<file path="src/rtl/riscv_amo_pkg.sv">
// Shared definitions for the data-cache AMO engine: funct5 codes, FSM state
// encoding, SC failure code and the legality check used at request accept.
package riscv_amo_pkg;

    localparam logic [4:0] AMO_ADD  = 5'b00000;
    localparam logic [4:0] AMO_SWAP = 5'b00001;
    localparam logic [4:0] AMO_LR   = 5'b00010;
    localparam logic [4:0] AMO_SC   = 5'b00011;
    localparam logic [4:0] AMO_XOR  = 5'b00100;
    localparam logic [4:0] AMO_OR   = 5'b01000;
    localparam logic [4:0] AMO_AND  = 5'b01100;
    localparam logic [4:0] AMO_MIN  = 5'b10000;
    localparam logic [4:0] AMO_MAX  = 5'b10100;
    localparam logic [4:0] AMO_MINU = 5'b11000;
    localparam logic [4:0] AMO_MAXU = 5'b11100;

    localparam int unsigned SC_FAIL_CODE = 1;

    typedef enum logic [2:0] {
        ST_IDLE,
        ST_READ,
        ST_MODIFY,
        ST_WRITE,
        ST_RESP
    } amo_state_e;

    function automatic logic amo_ctrl_legal(input logic [4:0] ctrl, input logic lrsc_en);
        case (ctrl)
            AMO_ADD, AMO_SWAP, AMO_XOR, AMO_OR, AMO_AND,
            AMO_MIN, AMO_MAX, AMO_MINU, AMO_MAXU: return 1'b1;
            AMO_LR, AMO_SC:                       return lrsc_en;
            default:                              return 1'b0;
        endcase
    endfunction

endpackage

</file>
<file path="src/rtl/riscv_amo_alu.sv">
// Combinational AMO compute: new = f(old, rs2). Word ops work on the low 32
// bits only; the upper bits of the result are don't-care for word ops.
module riscv_amo_alu
    import riscv_amo_pkg::*;
#(
    parameter int XLEN = 64
) (
    input  logic [4:0]      ctrl,
    input  logic            dword,
    input  logic [XLEN-1:0] old_val,
    input  logic [XLEN-1:0] rs2_val,
    output logic [XLEN-1:0] new_val
);

    localparam logic [XLEN-1:0] HI_MASK = ~XLEN'(32'hFFFF_FFFF);

    logic            is_dw;
    logic            signed_op;
    logic [XLEN-1:0] a;
    logic [XLEN-1:0] b;
    logic            lt_s;
    logic            lt_u;

    assign is_dw     = (XLEN == 64) && dword;
    assign signed_op = (ctrl == AMO_MIN) || (ctrl == AMO_MAX);

    // Word operands are widened so a single full-width compare gives the
    // 32-bit signed or unsigned ordering.
    always_comb begin
        a = old_val;
        b = rs2_val;
        if (!is_dw) begin
            a = XLEN'(old_val[31:0]);
            b = XLEN'(rs2_val[31:0]);
            if (signed_op && old_val[31]) a = a | HI_MASK;
            if (signed_op && rs2_val[31]) b = b | HI_MASK;
        end
    end

    assign lt_s = $signed(a) < $signed(b);
    assign lt_u = a < b;

    always_comb begin
        new_val = a;
        case (ctrl)
            AMO_ADD:          new_val = a + b;
            AMO_SWAP, AMO_SC: new_val = b;
            AMO_XOR:          new_val = a ^ b;
            AMO_OR:           new_val = a | b;
            AMO_AND:          new_val = a & b;
            AMO_MIN:          new_val = lt_s ? a : b;
            AMO_MAX:          new_val = lt_s ? b : a;
            AMO_MINU:         new_val = lt_u ? a : b;
            AMO_MAXU:         new_val = lt_u ? b : a;
            default:          new_val = a;
        endcase
    end

endmodule

</file>
<file path="src/rtl/riscv_dcache_amo_unit.sv">
// Sequenced AMO engine between LSU and data-cache array (read-modify-write over req/ack).
// LR/SC reservation tracking is built only when RISCV_AMO_LRSC_EN is defined.
//
// state     | meaning
// ST_IDLE   | ready; latch request, route by legality / SC reservation
// ST_READ   | mem_rd held until ack; capture old value (LR ends here)
// ST_MODIFY | register ALU result
// ST_WRITE  | mem_wr held until ack with merged data and byte enables
// ST_RESP   | one-cycle response pulse
module riscv_dcache_amo_unit
    import riscv_amo_pkg::*;
#(
    parameter int XLEN   = 64,
    parameter int ADDR_W = 64
) (
    input  logic              i_riscv_amo_clk,
    input  logic              i_riscv_amo_rst,
    input  logic              i_riscv_amo_req_valid,
    output logic              o_riscv_amo_req_ready,
    input  logic [4:0]        i_riscv_amo_ctrl,
    input  logic              i_riscv_amo_xlen,
    input  logic [ADDR_W-1:0] i_riscv_amo_addr,
    input  logic [XLEN-1:0]   i_riscv_amo_rs2data,
    output logic              o_riscv_amo_mem_rd,
    output logic              o_riscv_amo_mem_wr,
    output logic [ADDR_W-1:0] o_riscv_amo_mem_addr,
    output logic [XLEN-1:0]   o_riscv_amo_mem_wdata,
    output logic [XLEN/8-1:0] o_riscv_amo_mem_be,
    input  logic [XLEN-1:0]   i_riscv_amo_mem_rdata,
    input  logic              i_riscv_amo_mem_ack,
    input  logic              i_riscv_amo_st_valid,
    input  logic [ADDR_W-1:0] i_riscv_amo_st_addr,
    output logic              o_riscv_amo_rsp_valid,
    output logic [XLEN-1:0]   o_riscv_amo_rsp_data,
    output logic              o_riscv_amo_rsp_err
);

    localparam int                BE_W      = XLEN / 8;
    localparam logic [ADDR_W-1:0] BUS_ALIGN = ~ADDR_W'(BE_W - 1);
    localparam logic [XLEN-1:0]   HI_MASK   = ~XLEN'(32'hFFFF_FFFF);
    localparam logic [BE_W-1:0]   BE_LO     = BE_W'(8'h0F);
    localparam logic [BE_W-1:0]   BE_HI     = BE_W'(8'hF0);
`ifdef RISCV_AMO_LRSC_EN
    localparam logic LRSC_EN = 1'b1;
`else
    localparam logic LRSC_EN = 1'b0;
`endif

    amo_state_e        state_q;
    amo_state_e        state_d;
    logic [4:0]        ctrl_q;
    logic              dw_q;
    logic [ADDR_W-1:0] addr_q;
    logic [XLEN-1:0]   rs2_q;
    logic [XLEN-1:0]   data_q;
    logic [XLEN-1:0]   new_q;
    logic              err_q;

    logic              req_dw;
    logic              req_legal;
    logic              sc_ok;
    logic [31:0]       lane_word;
    logic [XLEN-1:0]   lane_old;
    logic [XLEN-1:0]   alu_new;
    logic [XLEN-1:0]   merged_wdata;
    logic [BE_W-1:0]   merged_be;

    assign req_dw    = (XLEN == 64) && i_riscv_amo_xlen;
    assign req_legal = amo_ctrl_legal(i_riscv_amo_ctrl, LRSC_EN);

    // Selected lane of the read data, sign-extended for word accesses.
    always_comb begin
        lane_word = (XLEN == 64 && addr_q[2]) ? i_riscv_amo_mem_rdata[XLEN-1 -: 32]
                                              : i_riscv_amo_mem_rdata[31:0];
        lane_old  = i_riscv_amo_mem_rdata;
        if (!dw_q) begin
            lane_old = XLEN'(lane_word);
            if (lane_word[31]) lane_old = lane_old | HI_MASK;
        end
    end

    riscv_amo_alu #(.XLEN(XLEN)) u_alu (
        .ctrl    (ctrl_q),
        .dword   (dw_q),
        .old_val (data_q),
        .rs2_val (rs2_q),
        .new_val (alu_new)
    );

    always_comb begin
        merged_wdata = dw_q ? new_q : {(XLEN/32){new_q[31:0]}};
        merged_be    = '1;
        if (XLEN == 64 && !dw_q) merged_be = addr_q[2] ? BE_HI : BE_LO;
    end

`ifdef RISCV_AMO_LRSC_EN
    logic              rsv_valid_q;
    logic [ADDR_W-1:0] rsv_addr_q;
    logic              st_kill;
    logic              lr_set;
    logic              sc_take;

    function automatic logic [ADDR_W-1:0] size_align(input logic [ADDR_W-1:0] a, input logic dw);
        return dw ? (a & ~ADDR_W'(7)) : (a & ~ADDR_W'(3));
    endfunction

    // Stores are compared at bus granularity, so any store touching the
    // reserved doubleword kills the reservation.
    assign st_kill = i_riscv_amo_st_valid && rsv_valid_q &&
                     ((i_riscv_amo_st_addr & BUS_ALIGN) == (rsv_addr_q & BUS_ALIGN));
    assign sc_ok   = rsv_valid_q && !st_kill &&
                     (rsv_addr_q == size_align(i_riscv_amo_addr, req_dw));
    assign lr_set  = (state_q == ST_READ) && i_riscv_amo_mem_ack && (ctrl_q == AMO_LR);
    assign sc_take = (state_q == ST_IDLE) && i_riscv_amo_req_valid && (i_riscv_amo_ctrl == AMO_SC);

    always_ff @(posedge i_riscv_amo_clk or posedge i_riscv_amo_rst) begin
        if (i_riscv_amo_rst) begin
            rsv_valid_q <= 1'b0;
            rsv_addr_q  <= '0;
        end else if (sc_take) begin
            rsv_valid_q <= 1'b0;
        end else if (lr_set) begin
            rsv_valid_q <= 1'b1;
            rsv_addr_q  <= size_align(addr_q, dw_q);
        end else if (st_kill) begin
            rsv_valid_q <= 1'b0;
        end
    end
`else
    logic unused_st;
    assign unused_st = ^{i_riscv_amo_st_valid, i_riscv_amo_st_addr};
    assign sc_ok     = 1'b0;
`endif

    always_ff @(posedge i_riscv_amo_clk or posedge i_riscv_amo_rst) begin
        if (i_riscv_amo_rst) state_q <= ST_IDLE;
        else                 state_q <= state_d;
    end

    always_comb begin
        state_d               = state_q;
        o_riscv_amo_req_ready = 1'b0;
        o_riscv_amo_mem_rd    = 1'b0;
        o_riscv_amo_mem_wr    = 1'b0;
        o_riscv_amo_mem_addr  = '0;
        o_riscv_amo_mem_wdata = '0;
        o_riscv_amo_mem_be    = '0;
        o_riscv_amo_rsp_valid = 1'b0;
        o_riscv_amo_rsp_data  = '0;
        o_riscv_amo_rsp_err   = 1'b0;
        case (state_q)
            ST_IDLE: begin
                o_riscv_amo_req_ready = 1'b1;
                if (i_riscv_amo_req_valid) begin
                    if (!req_legal)                       state_d = ST_RESP;
                    else if (i_riscv_amo_ctrl == AMO_SC) state_d = sc_ok ? ST_WRITE : ST_RESP;
                    else                                  state_d = ST_READ;
                end
            end
            ST_READ: begin
                o_riscv_amo_mem_rd   = 1'b1;
                o_riscv_amo_mem_addr = addr_q & BUS_ALIGN;
                if (i_riscv_amo_mem_ack) state_d = (ctrl_q == AMO_LR) ? ST_RESP : ST_MODIFY;
            end
            ST_MODIFY: state_d = ST_WRITE;
            ST_WRITE: begin
                o_riscv_amo_mem_wr    = 1'b1;
                o_riscv_amo_mem_addr  = addr_q & BUS_ALIGN;
                o_riscv_amo_mem_wdata = merged_wdata;
                o_riscv_amo_mem_be    = merged_be;
                if (i_riscv_amo_mem_ack) state_d = ST_RESP;
            end
            ST_RESP: begin
                o_riscv_amo_rsp_valid = 1'b1;
                o_riscv_amo_rsp_data  = data_q;
                o_riscv_amo_rsp_err   = err_q;
                state_d               = ST_IDLE;
            end
            default: state_d = ST_IDLE;
        endcase
    end

    // new_q is preloaded with rs2 so a successful SC can go straight to WRITE.
    always_ff @(posedge i_riscv_amo_clk or posedge i_riscv_amo_rst) begin
        if (i_riscv_amo_rst) begin
            ctrl_q <= '0;
            dw_q   <= 1'b0;
            addr_q <= '0;
            rs2_q  <= '0;
            data_q <= '0;
            new_q  <= '0;
            err_q  <= 1'b0;
        end else begin
            case (state_q)
                ST_IDLE: begin
                    if (i_riscv_amo_req_valid) begin
                        ctrl_q <= i_riscv_amo_ctrl;
                        dw_q   <= req_dw;
                        addr_q <= i_riscv_amo_addr;
                        rs2_q  <= i_riscv_amo_rs2data;
                        new_q  <= i_riscv_amo_rs2data;
                        err_q  <= !req_legal;
                        data_q <= '0;
                        if (req_legal && i_riscv_amo_ctrl == AMO_SC && !sc_ok)
                            data_q <= XLEN'(SC_FAIL_CODE);
                    end
                end
                ST_READ:   if (i_riscv_amo_mem_ack) data_q <= lane_old;
                ST_MODIFY: new_q <= alu_new;
                default: ;
            endcase
        end
    end

endmodule

</file>
<file path="config.mk">
export PLATFORM = sky130hd
export DESIGN_NAME = riscv_dcache_amo_unit
export DESIGN_NICKNAME = d
export VERILOG_FILES = /design/src/rtl/riscv_amo_pkg.sv /design/src/rtl/riscv_amo_alu.sv /design/src/rtl/riscv_dcache_amo_unit.sv
export SDC_FILE = /design/constraint.sdc
export NUM_CORES = 1
export LEC_CHECK = 0
export BUFFER_PORTS_ARGS = -buffer_cell sky130_fd_sc_hd__buf_2
export CORE_MARGIN = 5
export CORE_UTILIZATION = 55
export DETAILED_ROUTE_END_ITERATION = 8
export PLACE_DENSITY_LB_ADDON = 0.08
export SYNTH_ARGS = -nofsm -noshare
export SYNTH_HDL_FRONTEND = slang
export SYNTH_SLANG_ARGS = --single-unit
</file>
<file path="constraint.sdc">
create_clock -name i_riscv_amo_clk -period 11.8 [get_ports i_riscv_amo_clk]
set_clock_uncertainty 0.05 [all_clocks]
set_input_delay 0.59 -clock i_riscv_amo_clk [delete_from_list [all_inputs] [get_ports i_riscv_amo_clk]]
set_output_delay 0.59 -clock i_riscv_amo_clk [all_outputs]
set_load 0.02 [all_outputs]
</file>
==> summary.txt, run 1 <==
Layout
  – Final Util: 63.33%
  – FILL cells: 3,678
  – Synth-to-Final Area Change: 14.16%
  – Layout cell share with drive strength beyond 1: roughly 18%
  – Nets@finish: ~3,600

Routing
  – Routed Wire Length: a little over 100,000 um
  – Drt first-iter violations: 2,994
  – Iteration count of the initial detailed-routing pass: 8
  – Routed Antenna Nets: 0
  – Via count: 24,420
  – Vias per inst: 6.527
  – WL per Instance: 27.01 um
  – Post-route DRC: 0

Clock network
  – Post-cts sizing count: 0
  – H-tree lvl count: 1
  – Clk root buf: clkbuf_16
  – Clock buffer count from CTS: 30
  – CTS tree: yes
  – Max Buffers Root-to-Sink: 3
  – Hold buffers post-CTS: 0
  – Setup Fix Bufs, Post-CTS: 0
  – CTS clock-pin slew for the worst setup and hold paths: 0.07 ns
  – Worst-Skew Late Latency: 0.62 ns
  – Clock sinks: 264

Synth
  – Unique cell type count in the Yosys netlist: 81
  – Syn_area_per_cell: 7.746 um2
  – Largest area contributor in the netlist: dfrtp_1
  – Sequential area share after synthesis: between 20% and 30%
  – Synth async-reset ratio: 100.0%
  – Post-Synthesis Cells: between 2,000 and 3,000
  – Area contributors post-synth: dfrtp_1 (29%), ha_1 (11%), nand2_1 (8.7%), a21oi_1 (5.5%), o21ai_0 (5.3%)
  – Ys flop type: dfrtp_1
  – Flops & latches, synth: 264
  – Synthesized area: about 23,000 um2
  – Post-synth top area share: 29.17%
  – Synth warn: 0
  – Post-synth top cells: nand2_1 (522), dfrtp_1 (264), a21oi_1 (249), o21ai_0 (239), ha_1 (192)
  – Count leader, synth: nand2_1
  – Post-synth EDFFs: 0

Run status
  – Status: complete, no violations

Power
  – P_sw: 5.211 mW
  – Pleak: 12.92 nW
  – Tot Pwr: approximately 9 mW
  – Internal power: 3.829 mW
  – Worst vdd ir: 0.0002019 V
  – Sw frac: 57.64%
  – Flop pwr share: 20.7%
  – Comb power frac: around 70%
  – PD cells: approximately 350 nW/um2
  – Power share of the clock group: between 10% and 20%

Placed design
  – Final Wtd Congestion: around 1.0
  – Number of port buffers: 401
  – Dpl hpwl: 75,160 um

STA
  – Worst slew pin tran: between 1 and 1.5 ns
  – Hold Violations, Final: 0
  – Setup violators final: 0
  – Max-slew headroom: around an eighth
  – Min cycle time layout: 7.582 ns
  – Fmax: 131.9 MHz
  – Fin Setup TNS: 0 ns
  – Final slew viol count: 0
  – Period Utilization, post-route: approximately 64%
  – RSZ-0062 raised after global routing: false

Floorplan
  – Chip Width: 212.9 um
  – Top Ports: 472
  – Initial core utilization: between 50% and 60%
  – Die Ht: around 210 um
  – CORE AREA: 40,830 um2
  – Number of core rows: 74
  – Die Area: 45,340 um2

Worst setup path
  – Critical Path Fanout Max: 52
  – Reg2Reg Depth: 16
  – Worst setup path class: flip-flop to flip-flop
  – Arr. time, crit path: between 8 and 9 ns
  – RR Endpoint: new_q[62]
  – Nature of the critical path endpoint: flip-flop
  – Reg2reg start: dw_q
  – CP Data Required Time: 12.28 ns
  – Reg2reg setup slack: 4.22 ns
  – Startpoint types: flip-flop

Global route
  – GRT Total Usage: 42.73%
  – Largest net degree at the start of global routing: 154
  – First-pass GRT wire length: 146,600 um
  – Vias in the first global route: 22,880
  – Initial antenna violation count: 10
  – Total gr overflow: 0

Min path
  – Hold Crit Class: input port to flip-flop
  – Hold Path Origin: i_riscv_amo_addr[24]
  – Hold Path Stages: 3
  – Hold Path Sink: addr_q[24]

Job
  – Max-Cap Viols: 0
==> layout make-up <==
class                           instances  area, um2  share of cell area (%)
Antenna cell                            9      22.52                 0.08710
Clock buffer                           43      869.6                   3.363
Clock inverter                         12      141.4                  0.5468
Inverter                              184      698.2                   2.700
Multi-Input combinational cell       2247      14460                   55.90
Sequential cell                       264       6610                   25.56
Tap cell                              532      665.6                   2.574
Timing Repair Buffer                  451       2395                   9.262
==> metrics by stage <==
stage / std cells / setup slack (ns) / instance area (um2) / hold WS [ns]
final: 3742 / 4.218 / 25860 / 0.1248
after global routing: 3741 / 4.178 / 25850 / 0.1385
after CTS: 3733 / 4.567 / 25830 / 0.1159
after detailed placement: 3678 / 4.615 / 24820 / 0.4048
after global placement: 3678 / 4.625 / 24820 / 0.3992
after floorplan: 2926 / 3.891 / 22660 / 0.3874
==> worst max-delay path, stage by stage, from the launching register on <==
cell and delay (ns):
dfrtp_4 0.83, buf_4 0.78, a21oi_1 0.08, buf_4 0.31, a21oi_1 0.37, ha_1 0.45, nor4_1 0.57, nand4_1 0.35
or4b_4 0.64, o21bai_1 0.25, o211ai_1 0.26, nor4_1 0.19, nor3_1 0.60, or3_1 0.66, buf_4 0.63, a221oi_2 0.21
a32oi_1 0.21
==> cells by family (layout without fill, tap and decap cells) <==
logic type               after synthesis  after routing  share of synthesized area, %
AO/OA/AOI/OAI                        915            915                         26.41
XOR/XNOR                              53             53                         2.049
adder cells (fa/ha/maj)              193            193                         10.69
buffers and inverters                415            690                         7.308
flip-flops                           264            264                         29.17
multiplexers                         104            104                         4.596
other                                  1             12                       0.01656
AND/OR/NAND/NOR                      979            979                         19.76
==> worst max path at each step <==
stage	startpoint	endpoint	slack (ns)
after CTS	dw_q	new_q[53]	4.57
final	dw_q	new_q[62]	4.22
after detailed placement	dw_q	new_q[62]	4.61
after global placement	dw_q	new_q[23]	4.63
after floorplan	i_riscv_amo_rst	addr_q[10]	3.89
after global routing	dw_q	new_q[23]	4.18
==> registers in the layout, summed over array words and instances (netlist names) <==
name     count
rs2_q       64
ctrl_q       5
new_q       64
addr_q      62
data_q      64
err_q        1
dw_q         1
state_q      3
==> layer usage <==
metal / wire length [um] / track usage, % / vias up
met1: 39820 / 58.92 / 11680
met3: 13570 / 11.71 / 287
li1: - / - / 10760
met2: 41320 / 61.51 / 1685
met4: 6270 / 21.83 / 4
met5: 99 / 1.401 / -
==> cells in the final DEF (no fill, tap or decap), types with 12 or more instances in the layout <==
master,netlist,layout
nand2_1,522,519
buf_2,9,401
dfrtp_1,264,263
a21oi_1,249,249
o21ai_0,239,239
ha_1,192,192
inv_1,184,183
and2_1,138,135
nor2_1,126,123
mux2i_1,104,104
a221oi_1,60,60
buf_4,11,49
and3_1,44,44
xnor2_1,38,38
o21a_1,37,37
nand3_1,37,37
clkbuf_16,0,30
o221ai_1,29,29
o21ai_1,30,29
a21o_1,27,27
o211ai_1,26,26
o21bai_1,24,24
a221oi_2,24,24
nor3_1,24,23
a22oi_1,23,23
nand4_1,21,21
a31oi_1,21,21
a211oi_1,20,20
o22ai_1,15,15
xor2_1,15,15
nor4_1,13,13
or3_1,12,12
==> power by group through the flow <==
stage	Clock, mW	Combinational [mW]	Sequential (mW)
after floorplan	0	4.22	1.54
after global placement	0	5.78	1.83
after detailed placement	0	5.91	1.85
after CTS	0.977	5.94	1.84
after global routing	1.02	6.57	1.89
final	0.982	6.19	1.87
Note: power is estimated with default switching activity, not from simulation.
==> run 2: changes to the inputs <==
CORE_UTILIZATION = 51   (was 55)
clock period = 6.9 ns   (was 11.8 ns; I/O delays follow)
==> summary.txt, run 2 (same netlist as run 1, synthesis figures left out) <==
STA
  – RSZ-0062 raised after global routing: false
  – Fin Setup TNS: 0 ns
  – Max-slew headroom: 16.48%
  – Fmax: about 160 MHz
  – Worst slew pin tran: 1.253 ns
  – Final slew viol count: 0
  – Worst hold slack: 0.01678 ns
  – Hold Violations, Final: 0
  – Period Utilization, post-route: 92.50%
  – Min cycle time layout: around 6.4 ns
  – Setup violators final: 0

Min path
  – Hold Path Origin: i_riscv_amo_rs2data[10]
  – Hold Crit Class: input port to flip-flop
  – Hold Path Stages: 3

Worst setup path
  – Setup crit end: new_q[43]
  – Reg2Reg Depth: 19
  – Reg2reg start: ctrl_q[0]
  – Reg2reg setup slack: around 0.52 ns
  – Critical path origin: ctrl_q[0]
  – Worst setup path class: flip-flop to flip-flop
  – RR Endpoint: new_q[43]
  – Startpoint types: flip-flop
  – Arr. time, crit path: around 6.7 ns
  – Critical Path Fanout Max: 20
  – CP Data Required Time: 7.26 ns
  – Nature of the critical path endpoint: flip-flop

Placed design
  – Final Wtd Congestion: 1.027
  – Number of port buffers: ~400
  – Dpl hpwl: 77,940 um
  – DP Cell Count: 3,754

Layout
  – Most common cell after layout, fill and taps aside: nand2_1
  – Largest registers: data_q: 64 flops, new_q: 64 flops, rs2_q: 64 flops
  – FILL cells: between 3,000 and 4,000
  – Nets@finish: 3,759
  – Layout cell share with drive strength beyond 1: 17.66%
  – Post-route insts no fill: around 3,900
  – Most frequent cells in the layout: nand2_1 (519), buf_2 (401), dfrtp_1 (263)
  – Synth-to-Final Area Change: 20.37%

Clock network
  – Worst-Skew Late Latency: 0.56 ns
  – Max Buffers Root-to-Sink: 3
  – Hold buffers post-CTS: 101
  – H-tree lvl count: 2
  – Clock buffer count from CTS: 34
  – Clock sinks: between 200 and 300
  – Post-cts sizing count: 0
  – Setup Fix Bufs, Post-CTS: 0
  – CTS tree: yes
  – Clk root buf: clkbuf_16
  – CTS clock-pin slew for the worst setup and hold paths: 0.06 ns

Floorplan
  – Die Area: 48,730 um2
  – Initial core utilization: 51.33%
  – Top Ports: 472
  – Chip Width: 220.7 um
  – Number of core rows: 77
  – Die Ht: between 200 and 250 um
  – CORE AREA: roughly 44,000 um2

Power
  – Worst vdd ir: 0.0003628 V
  – Tot Pwr: between 15 and 20 mW
  – Pleak: 13.51 nW
  – PD cells: 588.0 nW/um2

Global route
  – Largest net degree at the start of global routing: ~150
  – GRT Total Usage: between 40 and 50%
  – First-pass GRT wire length: 156,900 um
  – Total gr overflow: 0
  – Vias in the first global route: 24,170
  – Initial antenna violation count: 12

Job
  – Max-Cap Viols: 0

Routing
  – WL per Instance: 27.87 um
  – Via count: 25,350
  – Routed Wire Length: 109,400 um
  – Routed Antenna Nets: 0
  – Post-route DRC: 0
  – Vias per inst: ~6.5
  – Drt first-iter violations: between 2,000 and 3,000
  – Iteration count of the initial detailed-routing pass: 7

Run status
  – Status: complete, no violations
-- run 2: cell count changes in the layout (fill, tap and decap cells not counted), moves of 2 or more --
cell / change
buf_12: +2
buf_4: +14
bufinv_16: +3
clkbuf_1: -3
clkbuf_16: +5
clkbuf_8: -2
clkinv_2: +3
dlygate4sd3_1: +101
inv_8: -2
-- run 2: worst min path at each step --
stage / slack, ns / end
4_1_cts: 0.0003 / rs2_q[50]
3_5_place_dp: 0.38 / new_q[54]
5_1_grt: 0.03 / ctrl_q[1]
3_3_place_gp: 0.37 / rs2_q[54]
2_1_floorplan: 0.39 / addr_q[10]
6_report: 0.02 / rs2_q[10]
-- run 2: report_power, final --
| group | internal [mW] | switching [mW] | leakage [nW] | total [mW] |
|---|---|---|---|---|
| Combinational | 3.50 | 7.35 | 9.65 | 10.8 |
| Clock | 1.17 | 0.768 | 0.574 | 1.94 |
| Sequential | 2.26 | 0.984 | 3.29 | 3.24 |
-- run 2: layer usage --
metal / global-route usage [%] / vias to the layer above / routed length [um]
met1: 54.42 / 12120 / 41850
met2: 61.73 / 1800 / 44080
met3: 16.60 / 388 / 14900
li1: - / 11020 / -
met5: 0.4040 / - / 83
met4: 27.21 / 14 / 8441
-- run 2: final cells by class --
cell class	count	area (um2)	share of cell area [%]
Timing Repair Buffer	568	3551	13.02
Clock inverter	17	227.7	0.8352
Sequential cell	264	6610	24.24
Tap cell	592	740.7	2.717
Antenna cell	9	22.52	0.08260
Inverter	184	694.4	2.547
Clock buffer	43	955.9	3.506
Multi-Input combinational cell	2247	14460	53.04
-- run 2: stage by stage --
| step | setup WS, ns | instance area, um2 | util [%] |
|---|---|---|---|
| 6_report | 0.5173 | 27260 | 61.79 |
| 3_5_place_dp | 0.7890 | 25050 | 56.77 |
| 4_1_cts | 0.7824 | 27240 | 61.74 |
| 2_1_floorplan | 1.642 | 22660 | - |
| 5_1_grt | 0.2645 | 27260 | 61.77 |
| 3_3_place_gp | 0.9164 | 25050 | 56.77 |
-- run 2: critical path: stages, from the launching register on --
cell,delay (ns)
dfrtp_1,0.47
nor2_1,0.35
nand3b_1,0.21
buf_4,0.27
o21ai_1,0.15
buf_4,0.22
o21ai_0,0.32
inv_1,0.15
ha_1,0.29
inv_1,0.14
a21oi_1,0.22
a21oi_1,0.12
a2111oi_1,0.53
buf_4,0.21
a21oi_1,0.13
o311ai_0,0.67
o211ai_1,0.38
o21bai_4,0.59
a221oi_2,0.68
a31oi_1,0.08
